[config.mk]
export PLATFORM = sky130hd
export DESIGN_NAME = gnn_layer_engine_flat
export DESIGN_NICKNAME = d
export VERILOG_FILES = /design/src/rtl/gnn_layer_engine_if.sv /design/src/rtl/gnn_layer_engine.sv /design/src/flat_wrapper.sv
export SDC_FILE = /design/constraint.sdc
export NUM_CORES = 2
export LEC_CHECK = 0
export CAP_MARGIN = 10
export CORE_ASPECT_RATIO = 0.75
export CORE_MARGIN = 5
export CORE_UTILIZATION = 40
export CTS_CLUSTER_SIZE = 25
export DETAILED_ROUTE_END_ITERATION = 8
export SLEW_MARGIN = 10
export SYNTH_ARGS = -nofsm -noshare
export SYNTH_HDL_FRONTEND = slang
export SYNTH_SLANG_ARGS = --single-unit
export TNS_END_PERCENT = 20
[constraint.sdc]
create_clock -name clk -period 21.5 [get_ports clk]
set_input_delay 4.3 -clock clk [delete_from_list [all_inputs] [get_ports clk]]
set_output_delay 4.3 -clock clk [all_outputs]
set_load 0.005 [all_outputs]
[src/rtl/gnn_layer_engine_if.sv]
// Bundle-in / result-out handshake for gnn_layer_engine.
// master = producer/consumer side, slave = engine side.
interface gnn_layer_engine_if #(
   parameter int N_NODES = 4,
   parameter int F_IN    = 4,
   parameter int F_OUT   = 2,
   parameter int DW      = 5,
   parameter int AW      = 20
);
   logic                          in_valid;
   logic                          in_ready;
   logic [N_NODES*F_IN*DW-1:0]    x_flat;
   logic [F_IN*F_OUT*DW-1:0]      w_flat;
   logic [N_NODES*N_NODES-1:0]    adj;
   logic                          out_valid;
   logic                          out_ready;
   logic [N_NODES*F_OUT*AW-1:0]   out_data;
   logic                          ovf;

   modport master (
      output in_valid, x_flat, w_flat, adj, out_ready,
      input  in_ready, out_valid, out_data, ovf
   );

   modport slave (
      input  in_valid, x_flat, w_flat, adj, out_ready,
      output in_ready, out_valid, out_data, ovf
   );
endinterface

[src/rtl/gnn_layer_engine.sv]
// GNN layer: optional one-hop neighbour sum, then dense transform, one input index per clock.
// state | meaning
// IDLE  | waiting for a bundle; in_ready high
// AGG   | one cycle of neighbour aggregation into h
// MAC   | accumulate h[n][idx]*w[idx][j] for all n,j; idx counts up
// DONE  | result held on out_data/ovf until out_ready
module gnn_layer_engine #(
   parameter int N_NODES = 4,
   parameter int F_IN    = 4,
   parameter int F_OUT   = 2,
   parameter int DW      = 5,
   parameter int AW      = 20,
   parameter bit AGG_EN  = 1'b0,
   parameter bit SAT     = 1'b1
) (
   input logic             clk,
   input logic             rst_n,
   gnn_layer_engine_if.slave bus
);
   localparam int HW = DW + $clog2(N_NODES);
   localparam int FW = HW + DW + $clog2(F_IN);
   localparam int IW = (F_IN > 1) ? $clog2(F_IN) : 1;
   // AW wider than the accumulator simply zero-extends; overflow is then impossible.
   localparam int EW = (FW > AW) ? FW : AW;
   localparam logic [EW-1:0] LIM = EW'({AW{1'b1}});

   generate
      if (F_IN < 1 || N_NODES < 1) begin : g_bad_cfg
         $error("gnn_layer_engine: F_IN and N_NODES must be at least 1");
      end
   endgenerate

   typedef enum logic [1:0] {IDLE, AGG, MAC, DONE} state_t;

   state_t                       state_q, state_d;
   logic [N_NODES*F_IN*HW-1:0]   h_q, h_d;
   logic [F_IN*F_OUT*DW-1:0]     w_q, w_d;
   logic [N_NODES*N_NODES-1:0]   adj_q, adj_d;
   logic [N_NODES*F_OUT*FW-1:0]  acc_q, acc_d;
   logic [IW-1:0]                idx_q, idx_d;
   logic [N_NODES*F_OUT*AW-1:0]  out_data_q, out_data_d;
   logic                         ovf_q, ovf_d;

   always_ff @(posedge clk or negedge rst_n) begin
      if (!rst_n) begin
         state_q    <= IDLE;
         h_q        <= '0;
         w_q        <= '0;
         adj_q      <= '0;
         acc_q      <= '0;
         idx_q      <= '0;
         out_data_q <= '0;
         ovf_q      <= 1'b0;
      end else begin
         state_q    <= state_d;
         h_q        <= h_d;
         w_q        <= w_d;
         adj_q      <= adj_d;
         acc_q      <= acc_d;
         idx_q      <= idx_d;
         out_data_q <= out_data_d;
         ovf_q      <= ovf_d;
      end
   end

   always_comb begin
      logic [HW-1:0]    hsum;
      logic [HW+DW-1:0] prod;
      logic [FW-1:0]    accn;
      logic [EW-1:0]    acc_ext;
      state_d    = state_q;
      h_d        = h_q;
      w_d        = w_q;
      adj_d      = adj_q;
      acc_d      = acc_q;
      idx_d      = idx_q;
      out_data_d = out_data_q;
      ovf_d      = ovf_q;
      hsum       = '0;
      prod       = '0;
      accn       = '0;
      acc_ext    = '0;
      case (state_q)
         IDLE: begin
            if (bus.in_valid) begin
               // raw features land in h; AGG rewrites them in place when enabled
               for (int n = 0; n < N_NODES; n++)
                  for (int i = 0; i < F_IN; i++)
                     h_d[(n*F_IN+i)*HW +: HW] = HW'(bus.x_flat[(n*F_IN+i)*DW +: DW]);
               w_d     = bus.w_flat;
               adj_d   = bus.adj;
               acc_d   = '0;
               idx_d   = '0;
               ovf_d   = 1'b0;
               state_d = AGG_EN ? AGG : MAC;
            end
         end
         AGG: begin
            for (int n = 0; n < N_NODES; n++)
               for (int i = 0; i < F_IN; i++) begin
                  hsum = h_q[(n*F_IN+i)*HW +: HW];
                  for (int m = 0; m < N_NODES; m++)
                     if (m != n && adj_q[n*N_NODES+m])
                        hsum = hsum + h_q[(m*F_IN+i)*HW +: HW];
                  h_d[(n*F_IN+i)*HW +: HW] = hsum;
               end
            state_d = MAC;
         end
         MAC: begin
            for (int n = 0; n < N_NODES; n++)
               for (int j = 0; j < F_OUT; j++) begin
                  prod = h_q[(n*F_IN+int'(idx_q))*HW +: HW] * w_q[(int'(idx_q)*F_OUT+j)*DW +: DW];
                  accn = acc_q[(n*F_OUT+j)*FW +: FW] + FW'(prod);
                  acc_d[(n*F_OUT+j)*FW +: FW] = accn;
                  acc_ext = EW'(accn);
                  if (idx_q == IW'(F_IN-1)) begin
                     if (acc_ext > LIM) begin
                        ovf_d = 1'b1;
                        out_data_d[(n*F_OUT+j)*AW +: AW] = SAT ? {AW{1'b1}} : acc_ext[AW-1:0];
                     end else begin
                        out_data_d[(n*F_OUT+j)*AW +: AW] = acc_ext[AW-1:0];
                     end
                  end
               end
            if (idx_q == IW'(F_IN-1)) state_d = DONE;
            else                      idx_d   = idx_q + 1'b1;
         end
         DONE: begin
            if (bus.out_ready) state_d = IDLE;
         end
         default: state_d = IDLE;
      endcase
   end

   assign bus.in_ready  = (state_q == IDLE) & rst_n;
   assign bus.out_valid = (state_q == DONE);
   assign bus.out_data  = out_data_q;
   assign bus.ovf       = ovf_q;
endmodule

[src/flat_wrapper.sv]
// flat-port wrapper written by rule: the top's interface ports become plain ports
module gnn_layer_engine_flat 
#(
   parameter int N_NODES = 4,
   parameter int F_IN    = 4,
   parameter int F_OUT   = 2,
   parameter int DW      = 5,
   parameter int AW      = 20,
   parameter bit AGG_EN  = 1'b0,
   parameter bit SAT     = 1'b1
)
  (clk, rst_n, bus_in_valid, bus_x_flat, bus_w_flat, bus_adj, bus_out_ready, bus_in_ready, bus_out_valid, bus_out_data, bus_ovf);
  gnn_layer_engine_if #(.N_NODES(N_NODES), .F_IN(F_IN), .F_OUT(F_OUT), .DW(DW), .AW(AW)) bus_i ();
  input logic clk;
  input logic rst_n;
  input wire logic [$bits(bus_i.in_valid)-1:0] bus_in_valid;
  input wire logic [$bits(bus_i.x_flat)-1:0] bus_x_flat;
  input wire logic [$bits(bus_i.w_flat)-1:0] bus_w_flat;
  input wire logic [$bits(bus_i.adj)-1:0] bus_adj;
  input wire logic [$bits(bus_i.out_ready)-1:0] bus_out_ready;
  output wire logic [$bits(bus_i.in_ready)-1:0] bus_in_ready;
  output wire logic [$bits(bus_i.out_valid)-1:0] bus_out_valid;
  output wire logic [$bits(bus_i.out_data)-1:0] bus_out_data;
  output wire logic [$bits(bus_i.ovf)-1:0] bus_ovf;
  assign bus_i.in_valid = bus_in_valid;
  assign bus_i.x_flat = bus_x_flat;
  assign bus_i.w_flat = bus_w_flat;
  assign bus_i.adj = bus_adj;
  assign bus_i.out_ready = bus_out_ready;
  assign bus_in_ready = bus_i.in_ready;
  assign bus_out_valid = bus_i.out_valid;
  assign bus_out_data = bus_i.out_data;
  assign bus_ovf = bus_i.ovf;
  gnn_layer_engine #(.N_NODES(N_NODES), .F_IN(F_IN), .F_OUT(F_OUT), .DW(DW), .AW(AW), .AGG_EN(AGG_EN), .SAT(SAT)) u_core (.clk(clk), .rst_n(rst_n), .bus(bus_i));
endmodule
---- Yosys cells after proc, flatten, opt, wreduce, memory -nomap -nowiden ----
Index checks and enable logic that the tools add are counted.
operators by class
  $mul .................................... 14
  bitwise logic cells ..................... 1
  $add $sub $neg .......................... 57
  shift operators ......................... 6
  muxes and demuxes ....................... 91
  equality and inequality tests ........... 8
  reductions and logical operators ........ 9
operators by type and width
  kind                                                                   number
  7-bit 2-to-1 mux                                                       80
  112-bit one-hot mux with 2 select lines                                2
  112-bit by 32-bit variable part select with 7-bit output               4
  7-bit adder                                                            44
  112-bit 2-to-1 mux                                                     2
  32-bit by 4-bit multiplier with 32-bit output, second input constant   4
  14-bit by 12-bit adder with 14-bit output                              8
  7-bit by 5-bit multiplier with 12-bit output                           8
  40-bit by 32-bit variable part select with 5-bit output                2
  4-bit by 2-bit adder with 5-bit output, first input constant           2
  2-bit by 3-bit multiplier with 5-bit output, second input constant     2
  2-bit 2-to-1 mux                                                       5
  2-bit one-hot mux with 4 select lines                                  1
  2-bit AND reduction                                                    4
  2-bit equality test, second input constant                             3
  2-bit != test, second input constant                                   3
  3-bit AND reduction                                                    2
  3-bit by 1-bit adder with 4-bit output, second input constant          1
  3-bit by 2-bit adder with 4-bit output, first input constant           1
  2-bit one-hot mux with 2 select lines                                  1
  2-bit nonzero test                                                     2
  2-bit by 1-bit adder with 2-bit output, second input constant          1
  2-bit by 1-bit equality test with 1-bit output, second input constant  1
  2-bit zero test                                                        1
  2 further kinds                                                        2
word-level totals
  logic and storage cells ................. 193
  input bits .............................. 140
  register bits after elaboration ......... 395
  output and inout bits ................... 163

---- Logic depth before layout (Yosys ltp) ----
  word-level depth ........................ 9
  gate-level depth with buffers ........... 39
  gate-level depth less buffers ........... 26

---- Least setup slack after synthesis ----
No wires, ideal clock.
  path kind ............................... input to output
  start point ............................. in rst_n
  end point ............................... out bus_in_ready
  data arrival time ....................... 4425 ps
  stages on the path ...................... 1
  buffers on the path ..................... 0
  required time ........................... 17200 ps
  setup slack ............................. 12775 ps
  cell sequence ........................... and2_1
on the way
  longest elaborated chain between the ends .. 1
ends and longest elaborated chain
  item         RTL line                 text
  from (decl)  flat_wrapper.sv:15       input logic rst_n;
  1-bit AND    gnn_layer_engine.sv:135  assign bus.in_ready = (state_q == IDLE) & rst_n;
  to (decl)    flat_wrapper.sv:21       output wire logic [$bits(bus_i.in_ready)-1:0] bus_in_ready;
Every way passes these cells.

---- Final worst setup path ----
Same ends and word-level chain as after synthesis.

==> out/results.tsv <==
stage	metric	value	unit
setup_path	r2r_slack	11.84	ns
die	pin_count	303	
sta	clock_skew	0.0327	ns
setup_path	crit_end	bus_in_ready	
clocking	htree_levels	2	
route	postRouteWirelength	185	mm
layout	instances_no_fill	7478	
outcome	status	completed	
sta	relSlewSlack	0.136	
clocking	cts_resized	0	
place	portBuffers	249	
sta	tns	0	ns
route	wl_met1	80.1	mm
global_route	grt_start_max_net_pins	150	
logic_synthesis	yosysWarnings	0	
logic_synthesis	synth_edf_count	0	
clocking	cts_setup_buffers	0	
logic_synthesis	syn-mean-instance-area	8.76	sq um
sta	whs	0.476	ns
logic_synthesis	synth_area	50000	sq um
route	drt-initial-drc-count	4883	
sta	finalHoldViolCount	0	
route	highest_layer	met4	
sta	finalCriticalPeriod	9.79	ns
logic_synthesis	synth_area_leaders	dfrtp_1, ha_1, fa_1, mux4_2, nand2_1	
logic_synthesis	synth_cell_types	100	
logic_synthesis	synth-seq-cells	392	
layout	layout-drive-gt1-share	0.105	
setup_path	arrival	5.49	ns
setup_path	crit_path_start	rst_n	
die	core	124000	sq um
layout	finalNetCount	6622	
setup_path	rr_worst_depth	23	
setup_path	r2r_start	u_core.idx_q[0]	
route	met3_length	18.7	mm
route	ant_nets	0	
sta	setup_violations	0	
sta	rsz0062_at_grt	no	
setup_path	cp-end-kind	output port	
global_route	first_global_vias	43862	
place	dpl.cell_count	7388	
clocking	clk_latency	0.66	ns
die	dieArea	132000	sq um
layout	syn2layout_area_growth	11.2	%
setup_path	cp.required	17.20	ns
clocking	path_clk_slew	0.06	ns
setup_path	crit_chain	buf_8 > and2_1 > clkdlybuf4s50_1	
setup_path	r2r-end	u_core.acc_q[80]	
clocking	cts_buffer_depth	3	
die	fp-row-count	112	
global_route	grt_use_total	0.273	
die	initial_core_util	0.402	
route	via_per_inst	6.11	
place	dp.final_hpwl	136	mm
logic_synthesis	ys_async_sr_fraction	1.00	
logic_synthesis	synth_top_cell_area_share	0.196	
clocking	clock-root-buffer	clkbuf_16	
route	wire_per_inst	24.8	um
clocking	cts_buffers	50	
layout	fillers	12044	
route	firstDrtPassIters	6	
clocking	cts_tree	yes	
flow_run	drv_cap	0	
setup_path	worstPathMaxFanout	69	
sta	maxSlewViolCount	0	
logic_synthesis	yosysSeqAreaShare	0.196	
sta	max_freq	102	MHz
sta	worst_pin_slew	1.29	ns
setup_path	crit_slowest_cell	clkdlybuf4s50_1	
setup_path	startpoint_type	input pin	
clocking	cts_sinks	392	
global_route	grt_pass1_wl	277	mm
global_route	grt_overflow_total	0	
die	fp.dieH	316	um
logic_synthesis	synth_cells	5706	
clocking	cts_hold_buffers	0	
route	wl_met2	77.9	mm
sta	fin_crit_sh	0.455	
worst_hold_path	hold_class	reg2reg	
route	vias	45664	
logic_synthesis	synth_ff_type	dfrtp_1	
setup_path	cpPeakStageDelay	0.50	ns
global_route	antenna_found_initial	5	
route	remaining_drc_errors	0	
die	die_w	418	um
setup_path	path_class	in2out	
place	place_congestion	0.987	
logic_synthesis	synth_top_area_cell	dfrtp_1	
[cell families (layout without fill, tap and decap cells)]
| kind of cell | after synthesis | count (layout) | share of synthesized area |
|---|---|---|---|
| fa+ha+maj | 695 | 695 | 0.211 |
| simple gates | 1704 | 1704 | 0.161 |
| other cells | 1 | 53 | 0.0000750 |
| buf+inv | 879 | 946 | 0.0758 |
| compound gates | 1400 | 1400 | 0.184 |
| xor+xnor | 207 | 207 | 0.0386 |
| mux | 428 | 428 | 0.134 |
| flops | 392 | 392 | 0.196 |
[layer usage]
layer | up-vias | track usage
li1 | 20522 | -
met1 | 22613 | 0.387
met2 | 2114 | 0.404
met3 | 415 | 0.0635
met4 | 0 | 0.110
met5 | - | 0
[final cells by class]
cell class	count	area, sq um	share of cell area
Multi-Input combinational cell	4483	36700	0.660
Sequential cell	392	9820	0.177
Timing Repair Buffer	356	3340	0.0600
Clock buffer	61	1360	0.0245
Clock inverter	25	417	0.00749
Tap cell	1653	2070	0.0372
Antenna cell	4	10.0	0.000180
Inverter	504	1890	0.0340
[stage by stage]
step,setup WS [ns],utilization,cell area [sq um]
2_1_floorplan,12.78,-,50200
3_3_place_gp,11.69,0.433,53800
3_5_place_dp,11.68,0.433,53800
4_1_cts,11.68,0.447,55600
5_1_grt,11.39,0.447,55600
6_report,11.71,0.447,55600
[critical path, delay by kind of cell]
family / cells / cell delay, ns
buffers and inverters: 2 / 0.85
and+or+nand+nor: 1 / 0.21
[cell usage after synthesis, types with 44 or more instances]
master      n
nand2_1   664
inv_1     495
ha_1      451
nor2_1    412
dfrtp_1   392
o21ai_0   375
a21oi_1   283
fa_1      244
clkbuf_1  202
mux4_2    166
mux2i_1   159
xnor2_1   132
nand3_1    97
o22ai_1    93
mux2_2     90
a21o_1     79
nor3_1     73
or2_2      72
buf_4      70
o21a_1     68
xor2_1     67
nor2b_1    62
a211oi_1   61
nor4_1     56
buf_2      46
or3_1      44
[placed cells by master, fill, tap and decap left out, types with 40 or more instances in the layout]
| cell type | n |
|---|---|
| nand3_1 | 97 |
| o21ai_0 | 375 |
| o22ai_1 | 93 |
| nor2_1 | 409 |
| inv_1 | 495 |
| nor4_1 | 56 |
| clkdlybuf4s50_1 | 248 |
| nand2b_1 | 40 |
| mux2_2 | 90 |
| xnor2_1 | 132 |
| a211oi_1 | 61 |
| nor3_1 | 73 |
| dfrtp_1 | 385 |
| or2_2 | 72 |
| buf_4 | 104 |
| a21o_1 | 79 |
| conb_1 | 49 |
| or3_1 | 44 |
| ha_1 | 449 |
| o21a_1 | 68 |
| fa_1 | 244 |
| mux4_2 | 166 |
| mux2i_1 | 159 |
| clkbuf_16 | 50 |
| nor2b_1 | 60 |
| a21oi_1 | 279 |
| xor2_1 | 67 |
| nand2_1 | 661 |
[flip-flops by register name, summed over array words and instances (netlist names)]
| signal | cells |
|---|---|
| u_core.acc_q | 112 |
| u_core.adj_q | 12 |
| u_core.bus.out_data | 112 |
| u_core.h_q | 112 |
| u_core.idx_q | 2 |
| u_core.state_q | 2 |
| u_core.w_q | 40 |
[worst min-delay path by stage]
stage | start | depth (start not counted) | end
after floorplan | u_core.w_q[0] | 2 | u_core.w_q[0]
after global placement | u_core.bus.out_data[83] | 2 | u_core.bus.out_data[83]
after detailed placement | u_core.bus.out_data[60] | 2 | u_core.bus.out_data[60]
after CTS | u_core.bus.out_data[60] | 2 | u_core.bus.out_data[60]
after global routing | u_core.bus.out_data[92] | 2 | u_core.bus.out_data[92]
final | u_core.bus.out_data[61] | 2 | u_core.bus.out_data[61]
Power is not shown: default switching activity piles up to over one toggle a cycle in this logic, so the estimate is an artifact.
